--- src/rtl/argmax_pkg.sv ---
// Shared types and helpers for the streaming argmax: FSM state encoding,
// a width-agnostic strict greater-than and a ceiling-log2 helper.
package argmax_pkg;

  typedef enum logic [1:0] {
    IDLE = 2'd0,
    SCAN = 2'd1,
    DONE = 2'd2
  } state_e;

  // Operands are widened to GT_W by the caller so one compare serves any DATA_W <= 64
  localparam int GT_W = 64;

  function automatic int clog2(input int n);
    int r;
    r = 1;
    for (int k = 1; k < 31; k++) begin
      if ((1 << k) < n) r = k + 1;
    end
    return r;
  endfunction

  function automatic logic gt(input logic [GT_W-1:0] a,
                              input logic [GT_W-1:0] b,
                              input logic            signed_mode);
    if (signed_mode) return $signed(a) > $signed(b);
    return a > b;
  endfunction

endpackage

--- src/rtl/argmax_lane_cmp.sv ---
// Combinational reduction of one group of LANES scores to a local best (and,
// with ARGMAX_MARGIN_EN, a local second best). Masked lanes never win.
module argmax_lane_cmp
  import argmax_pkg::*;
#(
  parameter int DATA_W = 26,
  parameter int LANES  = 1,
  parameter int IDX_W  = 4,
  parameter bit SIGNED = 1'b1
) (
  input  logic [LANES*DATA_W-1:0] i_vals,
  input  logic [LANES-1:0]        i_mask,
  input  logic [IDX_W-1:0]        i_base_idx,
  output logic [DATA_W-1:0]       o_best_val,
  output logic [IDX_W-1:0]        o_best_idx
`ifdef ARGMAX_MARGIN_EN
  ,
  output logic [DATA_W-1:0]       o_sec_val,
  output logic                    o_sec_vld
`endif
);

  function automatic logic [GT_W-1:0] widen(input logic [DATA_W-1:0] v);
    logic [GT_W-1:0] r;
    r = {GT_W{SIGNED & v[DATA_W-1]}};
    r[DATA_W-1:0] = v;
    return r;
  endfunction

  logic [DATA_W-1:0] w_lane;
  logic              w_any;

  // Ascending scan with strict greater-than keeps the lowest index on ties
  always_comb begin
    w_lane     = '0;
    w_any      = 1'b0;
    o_best_val = '0;
    o_best_idx = '0;
`ifdef ARGMAX_MARGIN_EN
    o_sec_val  = '0;
    o_sec_vld  = 1'b0;
`endif
    for (int j = 0; j < LANES; j++) begin
      w_lane = i_vals[j*DATA_W +: DATA_W];
      if (i_mask[j]) begin
        if (!w_any || gt(widen(w_lane), widen(o_best_val), SIGNED)) begin
`ifdef ARGMAX_MARGIN_EN
          if (w_any) begin
            o_sec_val = o_best_val;
            o_sec_vld = 1'b1;
          end
`endif
          o_best_val = w_lane;
          o_best_idx = i_base_idx + IDX_W'(j);
          w_any      = 1'b1;
        end
`ifdef ARGMAX_MARGIN_EN
        else if (!o_sec_vld || gt(widen(w_lane), widen(o_sec_val), SIGNED)) begin
          o_sec_val = w_lane;
          o_sec_vld = 1'b1;
        end
`endif
      end
    end
  end

endmodule

--- src/rtl/argmax_stream.sv ---
// Sequential argmax over NUM_CH scores, LANES per cycle, with valid/ready on
// both sides. Define ARGMAX_MARGIN_EN to add the best-minus-second out_margin.
//
//   state | meaning
//   IDLE  | waiting for a vector, in_ready high
//   SCAN  | comparing one group of LANES scores per cycle
//   DONE  | result held on out_* until out_ready
module argmax_stream
  import argmax_pkg::*;
#(
  parameter int NUM_CH = 10,
  parameter int DATA_W = 26,
  parameter int LANES  = 1,
  parameter bit SIGNED = 1'b1,
  parameter int IDX_W  = $clog2(NUM_CH)
) (
  input  logic                     clk,
  input  logic                     GlobalReset,
  input  logic                     in_valid,
  output logic                     in_ready,
  input  logic [NUM_CH*DATA_W-1:0] in_vec,
  output logic                     out_valid,
  input  logic                     out_ready,
  output logic [IDX_W-1:0]         out_index,
  output logic [DATA_W-1:0]        out_value,
  output logic                     busy
`ifdef ARGMAX_MARGIN_EN
  ,
  output logic [DATA_W:0]          out_margin
`endif
);

  localparam int G     = (NUM_CH + LANES - 1) / LANES;
  localparam int GRP_W = clog2(G + 1);
  localparam int PAD_W = G * LANES * DATA_W;

  localparam logic [1:0] ST_IDLE = IDLE;
  localparam logic [1:0] ST_SCAN = SCAN;
  localparam logic [1:0] ST_DONE = DONE;

  function automatic logic [GT_W-1:0] widen(input logic [DATA_W-1:0] v);
    logic [GT_W-1:0] r;
    r = {GT_W{SIGNED & v[DATA_W-1]}};
    r[DATA_W-1:0] = v;
    return r;
  endfunction

  logic [1:0]               r_state;
  logic [GRP_W-1:0]         r_grp;
  logic [NUM_CH*DATA_W-1:0] r_vec;
  logic [DATA_W-1:0]        r_best_val;
  logic [IDX_W-1:0]         r_best_idx;
  logic [IDX_W-1:0]         r_out_idx;
  logic [DATA_W-1:0]        r_out_val;

  logic [PAD_W-1:0]         w_pad;
  logic [LANES*DATA_W-1:0]  w_grp_vals;
  logic [LANES-1:0]         w_mask;
  logic [IDX_W-1:0]         w_base_idx;
  int                       w_base;
  logic [DATA_W-1:0]        w_lc_val;
  logic [IDX_W-1:0]         w_lc_idx;
  logic                     w_take_local;
  logic [DATA_W-1:0]        w_nxt_val;
  logic [IDX_W-1:0]         w_nxt_idx;

`ifdef ARGMAX_MARGIN_EN
  logic [DATA_W-1:0]        r_sec_val;
  logic                     r_sec_vld;
  logic [DATA_W:0]          r_out_margin;
  logic [DATA_W-1:0]        w_lc_sec;
  logic                     w_lc_sec_vld;
  logic [DATA_W-1:0]        w_nxt_sec;
  logic                     w_nxt_sec_vld;
  logic [DATA_W:0]          w_margin;
`endif

  // Padding lanes past NUM_CH read zeros and are masked off
  always_comb begin
    w_pad = '0;
    w_pad[NUM_CH*DATA_W-1:0] = r_vec;
    w_grp_vals = w_pad[int'(r_grp)*LANES*DATA_W +: LANES*DATA_W];
    w_base     = int'(r_grp) * LANES;
    w_base_idx = IDX_W'(w_base);
    w_mask     = '0;
    for (int j = 0; j < LANES; j++) begin
      w_mask[j] = (w_base + j) < NUM_CH;
    end
  end

  argmax_lane_cmp #(
    .DATA_W (DATA_W),
    .LANES  (LANES),
    .IDX_W  (IDX_W),
    .SIGNED (SIGNED)
  ) u_lane_cmp (
    .i_vals     (w_grp_vals),
    .i_mask     (w_mask),
    .i_base_idx (w_base_idx),
    .o_best_val (w_lc_val),
    .o_best_idx (w_lc_idx)
`ifdef ARGMAX_MARGIN_EN
    ,
    .o_sec_val  (w_lc_sec),
    .o_sec_vld  (w_lc_sec_vld)
`endif
  );

  // Running best is kept on ties so earlier groups win
  always_comb begin
    w_take_local = (r_grp == '0) || gt(widen(w_lc_val), widen(r_best_val), SIGNED);
    w_nxt_val    = w_take_local ? w_lc_val : r_best_val;
    w_nxt_idx    = w_take_local ? w_lc_idx : r_best_idx;
`ifdef ARGMAX_MARGIN_EN
    w_nxt_sec     = r_sec_val;
    w_nxt_sec_vld = 1'b1;
    if (r_grp == '0) begin
      w_nxt_sec     = w_lc_sec;
      w_nxt_sec_vld = w_lc_sec_vld;
    end else if (w_take_local) begin
      w_nxt_sec = (w_lc_sec_vld && gt(widen(w_lc_sec), widen(r_best_val), SIGNED))
                  ? w_lc_sec : r_best_val;
    end else begin
      w_nxt_sec = (!r_sec_vld || gt(widen(w_lc_val), widen(r_sec_val), SIGNED))
                  ? w_lc_val : r_sec_val;
    end
    w_margin = {SIGNED & w_nxt_val[DATA_W-1], w_nxt_val}
             - {SIGNED & w_nxt_sec[DATA_W-1], w_nxt_sec};
`endif
  end

  always_ff @(posedge clk) begin
    if (GlobalReset) begin
      r_state   <= ST_IDLE;
      r_grp     <= '0;
      r_out_idx <= '0;
      r_out_val <= '0;
`ifdef ARGMAX_MARGIN_EN
      r_out_margin <= '0;
`endif
    end else begin
      case (r_state)
        ST_IDLE: begin
          if (in_valid) begin
            r_vec   <= in_vec;
            r_grp   <= '0;
            r_state <= ST_SCAN;
          end
        end
        ST_SCAN: begin
          r_best_val <= w_nxt_val;
          r_best_idx <= w_nxt_idx;
`ifdef ARGMAX_MARGIN_EN
          r_sec_val  <= w_nxt_sec;
          r_sec_vld  <= w_nxt_sec_vld;
`endif
          if (r_grp == GRP_W'(G - 1)) begin
            r_out_idx <= w_nxt_idx;
            r_out_val <= w_nxt_val;
`ifdef ARGMAX_MARGIN_EN
            r_out_margin <= w_margin;
`endif
            r_state   <= ST_DONE;
          end else begin
            r_grp <= r_grp + GRP_W'(1);
          end
        end
        ST_DONE: begin
          if (out_ready) r_state <= ST_IDLE;
        end
        default: r_state <= ST_IDLE;
      endcase
    end
  end

  assign in_ready  = (r_state == ST_IDLE) && !GlobalReset;
  assign out_valid = (r_state == ST_DONE);
  assign busy      = (r_state != ST_IDLE);
  assign out_index = r_out_idx;
  assign out_value = r_out_val;
`ifdef ARGMAX_MARGIN_EN
  assign out_margin = r_out_margin;
`endif

endmodule

--- config.mk ---
export PLATFORM = sky130hd
export DESIGN_NAME = argmax_stream
export DESIGN_NICKNAME = d
export VERILOG_FILES = /design/src/rtl/argmax_pkg.sv /design/src/rtl/argmax_lane_cmp.sv /design/src/rtl/argmax_stream.sv
export SDC_FILE = /design/constraint.sdc
export NUM_CORES = 1
export LEC_CHECK = 0
export BUFFER_PORTS_ARGS = -buffer_cell sky130_fd_sc_hd__buf_2
export CORE_ASPECT_RATIO = 1.75
export CORE_MARGIN = 3
export CORE_UTILIZATION = 30
export DETAILED_ROUTE_END_ITERATION = 10
export SLEW_MARGIN = 0
export SYNTH_ARGS = -nofsm -noshare
export SYNTH_HDL_FRONTEND = slang
export SYNTH_SLANG_ARGS = --single-unit
--- constraint.sdc ---
create_clock -name clk -period 21.6 [get_ports clk]
set_clock_uncertainty 0.2 [all_clocks]
set_input_delay 2.16 -clock clk [delete_from_list [all_inputs] [get_ports clk]]
set_output_delay 2.16 -clock clk [all_outputs]
set_load 0.01 [all_outputs]
==> metrics.md, run 1 <==
| Metric | Value |
|---|---|
| DRC Markers | `0` |
| Endpoints failing setup | `0` |
| Vias in the first global route | `8590` |
| CTS Sinks | `326` |
| Drt total wl | `34180 µm` |
| Critical path type | `flop to flop` |
| Critical path fanouts, max | `69` |
| Filler cells | `4127` |
| Gr ovfl total | `0` |
| Hold Crit Depth | `2` |
| Top cells by area, synth | `edfxtp_1 (66%), mux4_2 (8.8%), dfxtp_1 (5.4%)` |
| Slew Limit Fails | `0` |
| HPWL after DPL | `24130 µm` |
| Peak supply drop | `0.06561 mV` |
| Crit end category | `flop` |
| IO buf count | `296` |
| Critical Path Source Type | `flop` |
| RSZ-0062 raised after global routing | `false` |
| Mapped Avg Cell Area | `16.72 µm²` |
| Mapped Area | `13290 µm²` |
| Fin crit share | `27.62%` |
| Initial antenna violation count | `12` |
| Synth Flop Type | `edfxtp_1` |
| Share of cells above drive strength 1 | `37.55%` |
| Max-slew headroom | `22.74%` |
| Post-DRT Antenna Nets | `0` |
| CTS tree | `done` |
| Crit path cell chain | `buf_4 -> buf_4 -> mux4_2 -> mux2i_1 -> o22ai_1 -> ha_1 -> nand4_1 -> or3_1 -> or2_1 -> o2111a_1 -> a211oi_4 -> buf_4 -> nor3_1 -> a311oi_1` |
| Post-synth top area share | `65.52%` |
| Die width | `165.1 µm` |
| Slowest-stage cell, CP | `buf_4` |
| Worst hold-check path type | `flop to flop` |
| Row count | `101` |
| Most used cell, CP | `buf_4` |
| Post-synth top cells | `edfxtp_1 (290), mux2i_1 (52), mux4_2 (52)` |
| EDFF count, synth | `290` |
| Top Family by Delay on Critical Path | `buffers and inverters` |
| Initial DRC count | `505` |
| Routed len/inst | `20.27 µm` |
| GPL Wtd Cong | `0.8056` |
| Max Cap Violations | `0` |
| Clock root cell | `clkbuf_16` |
| Clk slew on worst S/H paths | `0.07 ns` |
| Setup TNS | `0 ns` |
| Largest net degree at the start of global routing | `178` |
| Critical Path Stages | `14` |
| Post-layout nets | `1379` |
| Reg2reg path depth | `14` |
| Die Y | `284.5 µm` |
| Leak | `5.934 nW` |
| Full die area | `46970 µm²` |
| Slowest Stage Delay on Critical Path | `0.66 ns` |
| Post-synth ARST share | `0%` |
| GRT Total Usage | `14.34%` |
| Clock latency on the worst-skew pair | `0.56 ns` |
| CTS resizes | `0` |
| Htree depth | `1` |
| Slew @ Worst Pin | `1.159 ns` |
| Power Dens Cells | `85.63 nW/µm²` |
| Outcome | `finished clean` |
| Synth unique cells | `47` |
| Initial Util | `30.49%` |
| I/O pins | `297` |
| Crit path required time | `21.86 ns` |
| Yosys warnings | `0` |
| Yosys reg bits | `326` |
| Placeable core area | `43600 µm²` |
| Cell taking the most area after synthesis | `edfxtp_1` |
| CTS Hold Buffers Added | `0` |
| Layout area overhead | `23.58%` |
| Tot Pwr | `1.406 mW` |
| Hold Fails Final Rpt | `0` |
| CP Buf/Inv Count | `3` |
| Most common cell in the synthesized netlist | `edfxtp_1` |
| Worst EP arrival | `6.23 ns` |
| First-pass GRT wire length | `50690 µm` |
| Via count | `7927` |
| Syn Inst Count | `795` |
| Maximum clock rate | `167.6 MHz` |
| Max Buffers Root-to-Sink | `3` |
| DR pass1 iterations | `4` |
| Sequential-to-total area share from yosys stat | `70.94%` |
| Minimum clock period | `5.966 ns` |
| Synthesized Nets | `1088` |
| Post-CTS setup buffer count | `0` |
| Via density | `4.702` |
| TritonCTS buffer count | `30` |
## final timing paths
kind / start / to / slack [ns]
worst min-delay path: out_index[1] / out_index[1] / 0.26
worst min register to register: out_index[1] / out_index[1] / 0.26
worst max-delay path: r_grp[0] / out_value[18] / 15.63
worst max register to register: r_grp[0] / out_value[18] / 15.63
## metal layers
metal	track usage (%)	share of wire, %
met1	15.82	36
met2	26.66	56
met3	2.041	4.8
met4	6.380	3.9
met5	0	0
## kinds of logic (layout without fill, tap and decap cells)
family          Yosys count  in the layout  synth area share [%]
other cells               0             12                     0
simple gates            105            105                 3.653
mux                     105            105                 12.81
flops                   326            326                 70.94
compound gates          145            145                 6.976
fa+ha+maj                29             29                 2.730
xor+xnor                  3              3                0.1977
buf+inv                  82            395                 2.692
## state kept, by name, indices dropped and copies added (netlist names)
signal      count
r_vec         260
out_value      26
r_best_val     26
out_index       4
r_best_idx      4
r_grp           4
r_state         2
## metrics by stage
step | instances | hold slack, ns | worst slack (ns) | cell area, µm² | util, %
after floorplan | 795 | 0.2700 | 0.1364 | 13290 | -
after global placement | 1620 | 0.2598 | 15.62 | 15370 | 35.26
after detailed placement | 1620 | 0.2566 | 15.55 | 15370 | 35.26
after CTS | 1674 | 0.2649 | 15.52 | 16400 | 37.61
after global routing | 1686 | 0.2871 | 15.15 | 16430 | 37.68
final | 1686 | 0.2565 | 15.63 | 16430 | 37.68
## power breakdown
part           switching [mW]  leakage, nW  internal [mW]  total, mW
sequential            0.00778         2.98          0.721      0.728
combinational          0.0704         2.46         0.0554      0.126
clock                   0.230        0.495          0.322      0.552
total                   0.309         5.93           1.10       1.41
## layout by cell type, fill, tap and decap left out, types with 4 or more instances in the layout
cell type	n
nand4_1	7
nor2_1	38
clkbuf_1	4
o21ai_0	33
buf_4	11
o22ai_1	26
a311oi_1	26
edfxtp_1	290
ha_1	29
nand3_1	4
a21oi_1	39
mux4_2	52
mux2i_1	52
a211oi_1	4
nor3_1	26
inv_1	33
diode_2	12
clkbuf_16	31
dfxtp_1	32
buf_2	296
bufinv_16	5
clkinv_1	5
nand2_1	16
## tightest hold or removal path: cells and delay by family (launching register included)
kind / cells / cell delay [ns]
simple gates: 1 / 0.05
flops: 1 / 0.31
compound gates: 1 / 0.05
## layout make-up
type | count | area (µm²) | area share, %
Clock buffer | 35 | 790.8 | 4.814
Sequential cell | 326 | 9437 | 57.45
Multi-Input combinational cell | 387 | 3518 | 21.42
Timing Repair Buffer | 308 | 1584 | 9.643
Clock inverter | 19 | 234.0 | 1.424
Antenna cell | 12 | 30.03 | 0.1828
Inverter | 33 | 123.9 | 0.7541
Tap cell | 566 | 708.2 | 4.311
No activity file was read; power rests on OpenSTA's default activity.
==> run 2, diff against run 1 <==
--- a/config.mk
+++ b/config.mk
@@ -5,6 +5,7 @@
 export SDC_FILE = /design/constraint.sdc
 export NUM_CORES = 1
 export LEC_CHECK = 0
+export ABC_AREA = 1
 export BUFFER_PORTS_ARGS = -buffer_cell sky130_fd_sc_hd__buf_2
 export CORE_ASPECT_RATIO = 1.75
 export CORE_MARGIN = 3
==> constraint.sdc (replaced) <==
create_clock -name clk -period 5.2 [get_ports clk]
set_clock_uncertainty 0.2 [all_clocks]
set_input_delay 0.52 -clock clk [delete_from_list [all_inputs] [get_ports clk]]
set_output_delay 0.52 -clock clk [all_outputs]
set_load 0.01 [all_outputs]
==> run 2 against run 1 <==
  * Combinational power rose to 7.2 times the previous value
  * Sequential share of layout area decreased by 8.6 points
  * Non-clock buffer count increased by 251
  * Largest cell class unchanged
  * Highest routed layer unchanged
==> metrics.md, run 2 <==
| Metric | Value |
|---|---|
| Outcome | `finished clean` |
| Full die area | `48200 µm²` |
| Adder-cell share of the synthesized area | `2.658%` |
| Synth Area in XOR/XNOR | `0%` |
| Compound-Gate Fraction of Synth Area | `6.783%` |
| Critical path type | `flop to flop` |
| HPWL after DPL | `30690 µm` |
| Placeable core area | `44670 µm²` |
| CTS resizes | `0` |
| Share of cells above drive strength 1 | `21.06%` |
| CTS Sinks | `326` |
| Syn Inst Count | `1262` |
| Top cells by area, synth | `edfxtp_1 (64%), nand2_1 (8.2%), dfxtp_1 (5.3%)` |
| First-pass GRT wire length | `68360 µm` |
| Leak | `8.069 nW` |
| GPL Wtd Cong | `0.8687` |
| Post-synth ARST share | `0%` |
| Max reg flops | `260` |
| Largest net degree at the start of global routing | `132` |
| Power Dens Cells | `327.7 nW/µm²` |
| Initial Util | `30.56%` |
| Slowest Stage Delay on Critical Path | `0.73 ns` |
| DR pass1 iterations | `7` |
| Most common cell in the synthesized netlist | `nand2_1` |
| Die Y | `288.2 µm` |
| Synthesized Nets | `1555` |
| Most used cell, CP | `nand2_1` |
| Max Cap Violations | `0` |
| GRT Total Usage | `18.57%` |
| Initial DRC count | `647` |
| Clock latency on the worst-skew pair | `0.52 ns` |
| Critical Path Source Type | `flop` |
| Most frequent cells in the layout | `nand2_1 (296), buf_2 (296), edfxtp_1 (290)` |
| Routed len/inst | `19.45 µm` |
| CTS tree | `done` |
| Post-synth top area share | `63.79%` |
| Critical path fanouts, max | `36` |
| Layout area overhead | `41.46%` |
| RSZ-0062 raised after global routing | `false` |
| Synth unique cells | `22` |
| Storage cell area | `9434 µm²` |
| Fin crit share | `85.03%` |
| Synth Flop Type | `edfxtp_1` |
| EDFF count, synth | `290` |
| Slowest-stage cell, CP | `dfxtp_2` |
| CTS Hold Buffers Added | `238` |
| Gr ovfl total | `0` |
| Multi-input logic area | `3666 µm²` |
| Hold Fails Final Rpt | `0` |
| Mapped Avg Cell Area | `10.82 µm²` |
| Minimum clock period | `4.422 ns` |
| Sequential-to-total area share from yosys stat | `69.07%` |
| Peak supply drop | `0.3194 mV` |
| Maximum clock rate | `226.2 MHz` |
| Largest family of logic cells by synthesized area | `simple AND/OR/NAND/NOR gates` |
| I/O pins | `297` |
| Endpoints failing setup | `0` |
| Final core occ | `43.23%` |
| IO buf count | `296` |
| Setup TNS | `0 ns` |
| Slew Limit Fails | `0` |
| Die width | `167.3 µm` |
| Most flop-heavy register | `r_vec` |
| Drt total wl | `46500 µm` |
| Htree depth | `2` |
| Crit path cell chain | `buf_4 -> o21ai_0 -> o22ai_1 -> nand2_1 -> nand3_1 -> ha_1 -> nand2_1 -> nor2_1 -> nand3_1 -> nor2_1 -> nand2_1 -> nand3_1 -> nand3_2 -> nand2_1 -> buf_4 -> nand2_1 -> nand3_1 -> nand2_1 -> inv_1` |
| Vias in the first global route | `11820` |
| Filler cells | `4146` |
| Cell taking the most area after synthesis | `edfxtp_1` |
| Max-slew headroom | `51.17%` |
| Worst hold-check path type | `primary input to flop` |
| Clk slew on worst S/H paths | `0.06 ns` |
| Initial antenna violation count | `4` |
| Post-layout nets | `2084` |
| Post-synth top cells | `nand2_1 (297), edfxtp_1 (290), nor2_1 (188)` |
| TritonCTS buffer count | `34` |
| Yosys warnings | `0` |
| Crit path required time | `5.46 ns` |
| Row count | `102` |
| Via density | `4.727` |
| Worst EP arrival | `4.68 ns` |
| Slew @ Worst Pin | `0.7325 ns` |
| Clock root cell | `clkbuf_16` |
| Via count | `11300` |
| Max Buffers Root-to-Sink | `3` |
| Post-DRT Antenna Nets | `0` |
| Yosys reg bits | `326` |
| Mapped Area | `13650 µm²` |
| DRC Markers | `0` |
| Post-CTS setup buffer count | `0` |
| Post-Synth Simple-Gate Area | `17.16%` |
| Post-synthesis mux area share | `0%` |
| Crit end category | `flop` |
run 2: path summary, 6_finish.rpt:
kind                                    start            end  slack [ns]  depth (start not counted)
worst min register to register  out_value[14]  out_value[14]        0.36                          4
worst max register to register       r_grp[1]  out_value[11]        0.78                         19
worst max-delay path                 r_grp[1]  out_value[11]        0.78                         19
worst min-delay path              in_vec[186]     r_vec[186]        0.02                          1
run 2: logic make-up (layout without fill, tap and decap cells):
family,after synthesis,count (layout)
other cells,0,4
compound gates,171,171
simple gates,587,587
fa+ha+maj,29,29
flops,326,326
buf+inv,149,701
run 2: worst max-delay path: cells and delay by family (launching register included):
family	cells	cell delay, ns
buf+inv	3	0.90
fa+ha+maj	1	0.16
simple gates	13	1.73
flops	1	0.73
compound gates	2	0.63
run 2: layout make-up:
class | instances | area share, %
Clock inverter | 17 | 0.6026
Timing Repair Buffer | 559 | 21.21
Clock buffer | 42 | 4.944
Inverter | 83 | 1.639
Antenna cell | 4 | 0.05184
Multi-Input combinational cell | 787 | 18.99
Sequential cell | 326 | 48.86
Tap cell | 572 | 3.706
run 2: metal layers:
layer	GRT usage, %	routed length (µm)	up-vias
li1	-	-	5386
met1	20.01	16710	5305
met2	34.78	24930	462
met3	2.643	2154	145
met4	10.24	2701	0
met5	0	0	-
run 2: through the flow:
stage | power (mW) | std cells | setup WS [ns] | instance area [µm²] | hold slack (ns)
after floorplan | 3.520 | 1262 | -0.007462 | 13680 | 0.2957
after global placement | 3.835 | 2086 | 0.8994 | 15820 | 0.3354
after detailed placement | 3.850 | 2086 | 0.8230 | 15820 | 0.3457
after CTS | 6.376 | 2383 | 0.7858 | 19270 | 0.002540
after global routing | 6.588 | 2390 | 0.5024 | 19310 | 0.0001010
final | 6.327 | 2390 | 0.7783 | 19310 | 0.02090
run 2: power breakdown:
| group | leakage, nW | total (mW) | switching [mW] | internal, mW |
|---|---|---|---|---|
| logic | 4.56 | 0.909 | 0.549 | 0.360 |
| registers | 2.98 | 3.03 | 0.0391 | 2.99 |
| clock network | 0.527 | 2.39 | 1.03 | 1.36 |
